==> config.mk <==
export PLATFORM = sky130hd
export DESIGN_NAME = mem_port_arbiter
export DESIGN_NICKNAME = d
export VERILOG_FILES = /design/src/rtl/mem_port_arbiter.sv
export SDC_FILE = /design/constraint.sdc
export NUM_CORES = 1
export LEC_CHECK = 0
export CAP_MARGIN = 15
export CORE_MARGIN = 1
export CORE_UTILIZATION = 32
export DETAILED_ROUTE_END_ITERATION = 6
export MAX_ROUTING_LAYER = met4
export PLACE_DENSITY = 0.72
export RECOVER_POWER = 25
export SYNTH_ARGS = -nofsm -noshare
export SYNTH_HDL_FRONTEND = slang
export SYNTH_SLANG_ARGS = --single-unit
==> constraint.sdc <==
create_clock -name clk -period 3.1 [get_ports clk]
set_input_delay 0.62 -clock clk [delete_from_list [all_inputs] [get_ports clk]]
set_output_delay 0.62 -clock clk [all_outputs]
set_load 0.1 [all_outputs]
==> src/rtl/mem_port_arbiter.sv <==
// mem_port_arbiter
//   Shares one single-port memory between the CPU instruction-fetch port and
//   the data (load/store) port. One access is in flight at a time. Each access
//   spends WAIT_CYCLES+1 cycles driving the memory (BUSY), then one cycle
//   pulsing the owner's ready (RESP), then returns to IDLE. When both ports
//   request in IDLE, the port that did not win last time gets the grant.
//
// Ports
//   clk, reset            rising-edge clock, synchronous active-low reset
//   if_req/if_addr        fetch request (held until if_ready) and address
//   if_rdata/if_ready     registered fetch data and one-cycle completion pulse
//   d_req/d_we/d_addr     data request, store select, address
//   d_wdata/d_be          store data and byte enables
//   d_rdata/d_ready       registered load data and one-cycle completion pulse
//   cpu_mio               high while a data access drives the memory
//   mem_en/mem_we         memory enable / write enable
//   mem_addr/mem_wdata    memory address / write data
//   mem_be/mem_rdata      memory byte enables / read data
module mem_port_arbiter #(
  parameter int ADDR_W      = 32,
  parameter int DATA_W      = 32,
  parameter int WAIT_CYCLES = 1
) (
  input  logic              clk,
  input  logic              reset,
  input  logic              if_req,
  input  logic [ADDR_W-1:0] if_addr,
  output logic [DATA_W-1:0] if_rdata,
  output logic              if_ready,
  input  logic              d_req,
  input  logic              d_we,
  input  logic [ADDR_W-1:0] d_addr,
  input  logic [DATA_W-1:0] d_wdata,
  input  logic [3:0]        d_be,
  output logic [DATA_W-1:0] d_rdata,
  output logic              d_ready,
  output logic              cpu_mio,
  output logic              mem_en,
  output logic              mem_we,
  output logic [ADDR_W-1:0] mem_addr,
  output logic [DATA_W-1:0] mem_wdata,
  output logic [3:0]        mem_be,
  input  logic [DATA_W-1:0] mem_rdata
);

  typedef enum logic [1:0] {
    IDLE = 2'd0,
    BUSY = 2'd1,
    RESP = 2'd2
  } state_t;

  localparam logic       OWN_IF    = 1'b0;
  localparam logic       OWN_D     = 1'b1;
  localparam logic [2:0] WAIT_INIT = 3'(WAIT_CYCLES);

  state_t            state_q, state_d;
  logic              last_q, last_d;
  logic              owner_q, owner_d;
  logic [2:0]        cnt_q, cnt_d;
  logic [ADDR_W-1:0] addr_q, addr_d;
  logic              we_q, we_d;
  logic [DATA_W-1:0] wdata_q, wdata_d;
  logic [3:0]        be_q, be_d;
  logic [DATA_W-1:0] if_rdata_q, if_rdata_d;
  logic [DATA_W-1:0] d_rdata_q, d_rdata_d;
  logic              mem_en_q, mem_en_d;
  logic              mem_we_q, mem_we_d;
  logic [ADDR_W-1:0] mem_addr_q, mem_addr_d;
  logic [DATA_W-1:0] mem_wdata_q, mem_wdata_d;
  logic [3:0]        mem_be_q, mem_be_d;
  logic              cpu_mio_q, cpu_mio_d;
  logic              if_ready_q, if_ready_d;
  logic              d_ready_q, d_ready_d;
  logic              pick_d;
  logic              busy_next;
  logic              store_next;

  always_comb begin
    state_d    = state_q;
    last_d     = last_q;
    owner_d    = owner_q;
    cnt_d      = cnt_q;
    addr_d     = addr_q;
    we_d       = we_q;
    wdata_d    = wdata_q;
    be_d       = be_q;
    if_rdata_d = if_rdata_q;
    d_rdata_d  = d_rdata_q;
    pick_d     = 1'b0;

    case (state_q)
      IDLE: begin
        if (if_req || d_req) begin
          // Data wins when alone, or on contention when fetch won last time.
          pick_d  = d_req && (!if_req || (last_q == OWN_IF));
          owner_d = pick_d;
          last_d  = pick_d;
          addr_d  = pick_d ? d_addr : if_addr;
          we_d    = pick_d && d_we;
          wdata_d = d_wdata;
          be_d    = d_be;
          cnt_d   = WAIT_INIT;
          state_d = BUSY;
        end
      end
      BUSY: begin
        if (cnt_q == 3'd0) begin
          // Stores return nothing, so d_rdata keeps its previous load value.
          if (owner_q == OWN_IF) begin
            if_rdata_d = mem_rdata;
          end else if (!we_q) begin
            d_rdata_d = mem_rdata;
          end
          state_d = RESP;
        end else begin
          cnt_d = cnt_q - 3'd1;
        end
      end
      RESP: begin
        state_d = IDLE;
      end
      default: begin
        state_d = IDLE;
      end
    endcase

    // Outputs are registered: derive them from the state being entered.
    busy_next   = (state_d == BUSY);
    store_next  = busy_next && (owner_d == OWN_D) && we_d;
    mem_en_d    = busy_next;
    mem_we_d    = store_next;
    mem_addr_d  = busy_next ? addr_d : '0;
    mem_wdata_d = store_next ? wdata_d : '0;
    mem_be_d    = busy_next ? (store_next ? be_d : 4'b1111) : 4'b0000;
    cpu_mio_d   = busy_next && (owner_d == OWN_D);
    if_ready_d  = (state_d == RESP) && (owner_d == OWN_IF);
    d_ready_d   = (state_d == RESP) && (owner_d == OWN_D);
  end

  always_ff @(posedge clk) begin
    if (!reset) begin
      state_q     <= IDLE;
      last_q      <= OWN_IF;
      owner_q     <= OWN_IF;
      cnt_q       <= 3'd0;
      addr_q      <= '0;
      we_q        <= 1'b0;
      wdata_q     <= '0;
      be_q        <= 4'b0000;
      if_rdata_q  <= '0;
      d_rdata_q   <= '0;
      mem_en_q    <= 1'b0;
      mem_we_q    <= 1'b0;
      mem_addr_q  <= '0;
      mem_wdata_q <= '0;
      mem_be_q    <= 4'b0000;
      cpu_mio_q   <= 1'b0;
      if_ready_q  <= 1'b0;
      d_ready_q   <= 1'b0;
    end else begin
      state_q     <= state_d;
      last_q      <= last_d;
      owner_q     <= owner_d;
      cnt_q       <= cnt_d;
      addr_q      <= addr_d;
      we_q        <= we_d;
      wdata_q     <= wdata_d;
      be_q        <= be_d;
      if_rdata_q  <= if_rdata_d;
      d_rdata_q   <= d_rdata_d;
      mem_en_q    <= mem_en_d;
      mem_we_q    <= mem_we_d;
      mem_addr_q  <= mem_addr_d;
      mem_wdata_q <= mem_wdata_d;
      mem_be_q    <= mem_be_d;
      cpu_mio_q   <= cpu_mio_d;
      if_ready_q  <= if_ready_d;
      d_ready_q   <= d_ready_d;
    end
  end

  assign if_rdata  = if_rdata_q;
  assign if_ready  = if_ready_q;
  assign d_rdata   = d_rdata_q;
  assign d_ready   = d_ready_q;
  assign cpu_mio   = cpu_mio_q;
  assign mem_en    = mem_en_q;
  assign mem_we    = mem_we_q;
  assign mem_addr  = mem_addr_q;
  assign mem_wdata = mem_wdata_q;
  assign mem_be    = mem_be_q;

endmodule
==> results, run 1 <==
- The first global-routing pass estimated 33200 um of wire.
- In this run, synthesis inferred 0 flip-flops with an integrated enable.
- The analysis attributes to cell leakage a power of 4.37 nW.
- The most frequent cell after synthesis is nand2_1.
- In this run the standard cell core region covers 0.0235 mm^2.
- The number of post-CTS setup repair buffers is 0.
- The cell area after technology mapping is 0.00771 mm^2.
- The mux cell area share after synthesis is 0.649%.
- After routing, the total negative slack on setup checks comes to 0 ns.
- The count of pins over their slew limit is 0.
- Sequential cells were found to cover 55.3% of the synthesized design area.
- The flip-flop and latch count after synthesis is 213.
- The clock arrives with 0.0133 ns of skew.
- The synthesized design devotes to its leading area cell type 55.3% of total area.
- Across every metal layer, demand over resource in global routing totals 17.2%.
- For this run, design rule violations remaining after detail routing come to 0.
- Ranked by instance count, the synthesized netlist is headed by nand2_1 (259), dfxtp_1 (213), a21oi_1 (103).
- Measured on the finished design, the core utilization comes to 46.5%.
- After detailed routing, the total wire length is 21200 um.
- The average instance in the mapped netlist occupies 9.31 um^2.
- The clock sink total is 213.
- The data arrival time of the critical path is 2.83 ns.
- Summing the areas of all xor and xnor instances in the mapped netlist gives 0% of the synthesized area.
- Cells with a size suffix above 1 make up 14.4% of the layout.
- After Yosys synthesis, full adders, half adders and majority gates account for 0.324% of the synthesized area.
- The clock root buffer is clkbuf_16.
- After clock tree synthesis, the clock-pin slew on the worst setup and hold paths is 0.06 ns.
- The maximum buffer depth of the clock tree is 3.
- The achievable frequency is 410 MHz.
- The worst voltage drop across the vdd grid is 0.000343 V.
- Buffers placed on the I/O ports in this run total 273.
- The first TritonRoute pass finished after 5 iterations.
- The number of different library cells in the post-synthesis netlist is 37.
- Setup repair after global routing left no endpoint under its margin.
- STA puts the critical path data required time at 3.49 ns.
- The worst hold-check slack is 0.452 ns.
- After synthesis, the largest family of logic cells by area is compound AO/OA/AOI/OAI gates.
- For the pin with the worst max-slew slack, the measured transition is 1.24 ns.
- After filler insertion, the fill cell instance count of the layout stands at 2379.
- The effective utilization at floorplan is 32.8%.
- The net count after synthesis is 967.
- The synthesized netlist devotes 16.7% of its cell area to simple gates.
- From synthesis to final layout, the design area changed by 41.8%.
- The wire-length estimate of the detail-placed layout is 14300 um.
- The number of endpoints with negative hold slack in the final report is 0.
- The count of nets after finishing is 1215.
- From bottom edge to top edge, the die measures 157 um.
- The class of the worst hold path is reg2reg.
- The routed layout has 6810 vias.
- The clock period could shrink to 2.44 ns.
- By area the synthesized netlist is led by dfxtp_1 (55%), nand2_1 (13%), a21oi_1 (6.7%), a2111oi_2 (5.6%), o2111a_1 (4.7%).
- The relative slew slack is 17.4%.
- The detailed router's first-iteration violation count is 305.
- The final period utilization is 78.6%.
- The number of failing setup endpoints in the final timing report is 0.
- The H-tree depth reported by CTS is 1.
- Of all flip-flops after synthesis, the portion carrying an async set or reset was 0%.
- The via count of the first global-routing pass is 6528.
- In this run, post-CTS hold repair placed 0 buffers.
- The number of maximum-capacitance constraint violations is 0.
- The critical path is of the in2reg type.
- The maximum number of pins on one net before global-route repair is 97.
- The number of clock buffers added by TritonCTS is 24.
- The total of warnings raised by yosys is 0.
- Summed over all layers, the global routing overflow is 0.
- Synthesis handed over a netlist of 828 instances.
- The finished cells cover 0.0109 mm^2.
- The number of routed nets with antenna violations is 0.
- The total power is 8.24 mW.
- The launching element type of the critical path is a primary input.
- For the worst-skew pair, the clock arrives at the later sink with an insertion delay of 0.51 ns.
- The highest net fanout along the worst path is 12.
- The area enclosed by the die boundary is 0.0247 mm^2.
- The kind of capture point of the worst setup path is a flop.
- The cell type contributing the most total cell area after synthesis is dfxtp_1.
- In this run the horizontal extent of the chip is 157 um.
- The via density per instance is 4.82.
- The congestion estimate from routability-driven global placement came to 0.772.
- For this design the top-level I/O count stands at 274.
- Post-CTS repair changed the size of 0 cells.
- In the synthesized netlist the dominant register cell turns out to be dfxtp_1.
- The wire length per cell is 15.0 um.
- The run finished with clean final reports.
- For this design the ratio of total power to cell area is 753 mW/mm^2.
- TritonCTS built the clock tree.
- The number of antenna violations at the first check in global routing is 2.
- The total placed instance area is 0.0104 mm^2.
- The number of standard-cell rows in the floorplan is 56.
- Summing the areas of all compound-gate instances in the mapped netlist gives 22.8% of the synthesized area.
[critical path: stages]
cell	delay (ns)
dlygate4sd3_1	0.66
nor2_1	0.28
o21ai_0	0.22
a211o_2	0.49
buf_4	0.22
a2111oi_0	0.33
[state kept, by name (all words and copies together), names as in the netlist, 2 cells and up]
| name | cells |
|---|---|
| wdata_q | 32 |
| be_q | 4 |
| d_rdata | 32 |
| mem_addr | 32 |
| addr_q | 32 |
| if_rdata | 32 |
| state_q | 2 |
| mem_be | 4 |
| mem_wdata | 32 |
| cnt_q | 3 |
[path summary, 6_finish.rpt]
path,from,end,slack [ns],cells past startpoint
worst max-delay path,d_req,mem_wdata[1],0.66,6
worst min register to register,d_rdata[13],d_rdata[13],0.45,2
worst min-delay path,d_rdata[13],d_rdata[13],0.45,2
worst max register to register,state_q[0],mem_wdata[1],1.05,5
[cell type report]
type / instances / area [um^2] / share of cell area, %
Multi-Input combinational cell: 537 / 3150 / 28.8
Inverter: 7 / 28.8 / 0.263
Antenna cell: 2 / 5.00 / 0.0458
Tap cell: 319 / 399 / 3.65
Clock inverter: 5 / 67.6 / 0.618
Clock buffer: 36 / 736 / 6.73
Timing Repair Buffer: 293 / 2280 / 20.9
Sequential cell: 213 / 4260 / 39.0
[metrics by stage]
step | std cells | setup slack, ns
after floorplan | 828 | 1.03
after global placement | 1369 | 0.370
after detailed placement | 1369 | 0.321
after CTS | 1410 | 0.847
after global routing | 1412 | 0.605
final | 1412 | 0.664
[layer usage]
metal	up-vias	GRT usage (%)	part of all wire (%)
met5	-	-	0
met4	0	4.95	1.9
met3	35	5.07	8.6
met2	227	28.2	47
met1	3146	20.5	43
li1	3402	-	-
[where the power goes]
part	switching (mW)	leakage, nW	total [mW]	internal, mW
clock network	1.09	0.393	2.81	1.72
registers	0.118	1.74	3.13	3.01
logic	1.75	2.24	2.30	0.555
total	2.96	4.37	8.24	5.28
[cells by family (layout without fill, tap and decap cells)]
kind of cell | Yosys count | in the layout
other cells | 0 | 2
mux | 5 | 5
fa+ha+maj | 2 | 2
compound gates | 212 | 212
buf+inv | 78 | 341
flops | 213 | 213
simple gates | 318 | 318
[placed cells by master (no fill, tap or decap), types with 2 or more instances in the layout]
cell,Yosys,layout
buf_4,4,73
clkdlybuf4s50_1,0,134
nor4b_1,2,2
a2111oi_0,3,3
a21oi_1,103,103
a2111oi_2,29,29
dfxtp_1,213,213
a211o_2,0,2
mux2i_1,5,5
diode_2,0,2
inv_1,7,6
a211oi_1,4,3
nand3_1,32,32
nor2_1,9,8
clkbuf_1,47,83
nor3_1,5,5
o21ai_0,1,2
clkbuf_16,0,24
buf_12,0,4
o211a_1,32,32
o2111a_1,32,32
ha_1,2,2
clkbuf_8,0,9
nand2_1,259,259
Note: power is estimated with default switching activity, not from simulation.
==> inputs of run 2 (changes only) <==
--- a/config.mk
+++ b/config.mk
@@ -10,7 +10,7 @@
 export CORE_UTILIZATION = 32
 export DETAILED_ROUTE_END_ITERATION = 6
 export MAX_ROUTING_LAYER = met4
-export PLACE_DENSITY = 0.72
+export PLACE_DENSITY = 0.75
 export RECOVER_POWER = 25
 export SYNTH_ARGS = -nofsm -noshare
 export SYNTH_HDL_FRONTEND = slang
==> constraint.sdc (replaced) <==
create_clock -name clk -period 2.2 [get_ports clk]
set_input_delay 0.44 -clock clk [delete_from_list [all_inputs] [get_ports clk]]
set_output_delay 0.44 -clock clk [all_outputs]
set_load 0.1 [all_outputs]
==> run 2 against run 1 <==
Utilization grew 2.1 points. Design area grew 4.5%. Total power grew 47%. Critical path depth grew 1. First-iteration DRC count grew 27%. Global-route usage grew 0.24 points. Highest routed layer unchanged.
==> results, run 2 (synthesized netlist as in run 1, its figures left out) <==
- The launching element type of the critical path is a primary input.
- In the finished design, the share of the clock period the worst path needs comes to 94.8%.
- The insertion delay of the later-clocked pin in the worst-skew pair is 0.50 ns.
- In this run, CTS created clock tree buffers numbering 24.
- The core region is 0.0235 mm^2.
- CTS placed an instance of clkbuf_16 at the clock tree root.
- Buffers inserted to repair hold after CTS numbered 0.
- The worst hold path terminates at be_q[0].
- The class of the worst hold path is in2reg.
- In this run the worst path has a maximum fanout of 33.
- Of the total power, registers draw 36.4%.
- The startpoint of the worst-slack reg-to-reg timing path is cnt_q[0].
- The clock tree from TritonCTS is yes.
- The flow ran to the end, and the final reports show no timing, DRC or antenna violations.
- Counting along the longest clock path gives a buffer depth of 3.
- The achievable frequency is 479 MHz.
- The commonest non-fill, non-tap cell in the layout is nand2_1.
- The data arrival time of the critical path is 2.43 ns.
- The detail route stage leaves a number of antenna-violating nets equal to 0.
- The via count of the first global-routing pass was 6726.
- The count of unresolved DRC violations after routing is 0.
- The floorplan step defined a die boundary enclosing 0.0247 mm^2.
- The worst reg2reg path depth is 6.
- The first detailed-routing pass took 4 iterations.
- Setup repair after global routing left no endpoint under its margin.
- The final worst slack is 0.114 ns.
- Tracing the worst setup path back leads to its startpoint at if_req.
- In this run the critical register-to-register path is captured at mem_wdata[1].
- From bottom edge to top edge, the die measures 157 um.
- The die width is 157 um.
- The number of maximum-capacitance constraint violations is 0.
- The finished layout holds 1446 standard cells, fillers aside.
- The total net switching power is 4.25 mW.
- The startpoint identified for the worst hold timing path is reset.
- After the first detailed-routing iteration, the DRC count stood at 387.
- The number of antenna violations at the first check in global routing came to 1.
- The congestion estimate from routability-driven global placement came to 0.779.
- The ratio of cells with drive above 1 in the final layout is 23.8%.
- Before CTS, the worst setup slack after placement is -0.177 ns.
- STA classifies the critical path endpoint as a flop.
- Once the clock tree was built, the setup fixing pass inserted 0 buffers.
- The wire length of the first global-routing pass is 33800 um.
- The total power is 12.1 mW.
- In the final design database the tool counted 1248 nets.
- For this design the ratio of total power to cell area is 1060 mW/mm^2.
- The worst pin sits at a relative slew slack of 54.8%.
- In this run the count of I/O pins placed on the die edge is 274.
- In this run the number of H-tree levels came out at 1.
- The worst hold path passes through 3 cells.
- The number of endpoints with negative hold slack in the final report was 0.
- The wire length per cell is 15.0 um.
- The top cell types in the final layout, fill and taps aside, are nand2_1 (259), dfxtp_1 (213), clkdlybuf4s50_1 (134).
- For the final database, setup skew stands at 0.00930 ns.
- VDD sags by at most 0.000737 V.
- Across all layers, the routed design uses 6978 vias.
- The effective utilization at floorplan is 32.8%.
- The static leakage is 4.87 nW.
- Global routing used 17.5% of the available tracks across all layers.
- The count of pins over their slew limit is 0.
- Detailed placement ended at an HPWL of 14600 um.
- The type of the setup path with the least slack is in2reg.
- At the pin with the least slew margin, the transition time is 0.679 ns.
- The number of standard-cell rows in the floorplan is 56.
- The global-route congestion overflow total is 0.
- Setup violations remaining at the end of the flow were counted as 0.
- Port buffering added 273 buffers.
- Internal power comes to 7.87 mW.
- The setup slack of the most critical reg-to-reg path is 0.12 ns.
- Cells fill 48.6% of the core in the end.
- The clock drives 213 sinks.
- The clock transition at the registers of the reported paths is 0.06 ns.
- Entering global routing, the biggest net connects 77 pins.
- The part of the power in combinational logic is 28.6%.
- Final hold analysis gives a worst-case slack of 0.453 ns.
- Dividing the detail-routed via count by the number of cells gives 4.83.
- Once the clock tree was built, the resizer swapped 0 gates to a different size.
- Net switching is 35.1% of the power.
- The clock network fraction of design power is 35.0%.
- Wires add up to 21700 um.
- The post-synthesis to final-layout area growth is 48.3%.
- The minimum clock period after layout is 2.09 ns.
- The total instance count after detailed placement is 1402.
- Data on the critical path is required at its endpoint by 2.54 ns.
run 2: layer usage:
| layer | global-route usage, % | wire, um | vias to the layer above |
|---|---|---|---|
| met2 | 29.3 | 10500 | 262 |
| met4 | 4.99 | 441 | 0 |
| met1 | 20.7 | 9060 | 3226 |
| li1 | - | - | 3459 |
| met3 | 4.19 | 1720 | 31 |
| met5 | - | 0 | - |
run 2: how the worst max path moves through the flow:
stage / end / slack [ns] / depth (start not counted)
final: mem_wdata[1] / 0.11 / 7
after global routing: mem_wdata[1] / 0.008 / 6
after CTS: mem_wdata[1] / 0.16 / 6
after detailed placement: mem_wdata[1] / -0.18 / 5
after global placement: mem_wdata[1] / -0.11 / 5
after floorplan: mem_wdata[3] / 0.31 / 6
run 2: metrics by stage:
step	TNS (ns)	cell area, um^2
6_report	0	11400
5_1_grt	0	11400
4_1_cts	0	11600
3_5_place_dp	-7.73	10800
3_3_place_gp	-4.84	10800
2_1_floorplan	0	7710
run 2: layout make-up:
class | instances | area [um^2]
repair buffers | 326 | 2760
flip-flops and latches | 213 | 4260
fillers | 2240 | 12100
diodes | 1 | 2.50
multi-input cells | 537 | 3140
clock inverters | 16 | 211
well taps | 319 | 399
inverters | 7 | 28.8
clock buffers | 27 | 633
run 2: worst max-delay path, stage by stage:
cell,delay [ns]
dlygate4sd3_1,0.62
nor2_1,0.08
clkbuf_4,0.13
nor2_1,0.32
buf_12,0.24
nand2_1,0.10
a2111oi_0,0.49
run 2: power by group through the flow:
stage               Sequential (mW)  Clock [mW]  Combinational, mW
detailed placement             4.49           0               3.55
floorplan                      5.88           0               1.04
global route                   4.45        4.52               3.67
global placement               4.48           0               3.51
finish                         4.41        4.25               3.47
CTS                            4.41        4.35               3.56
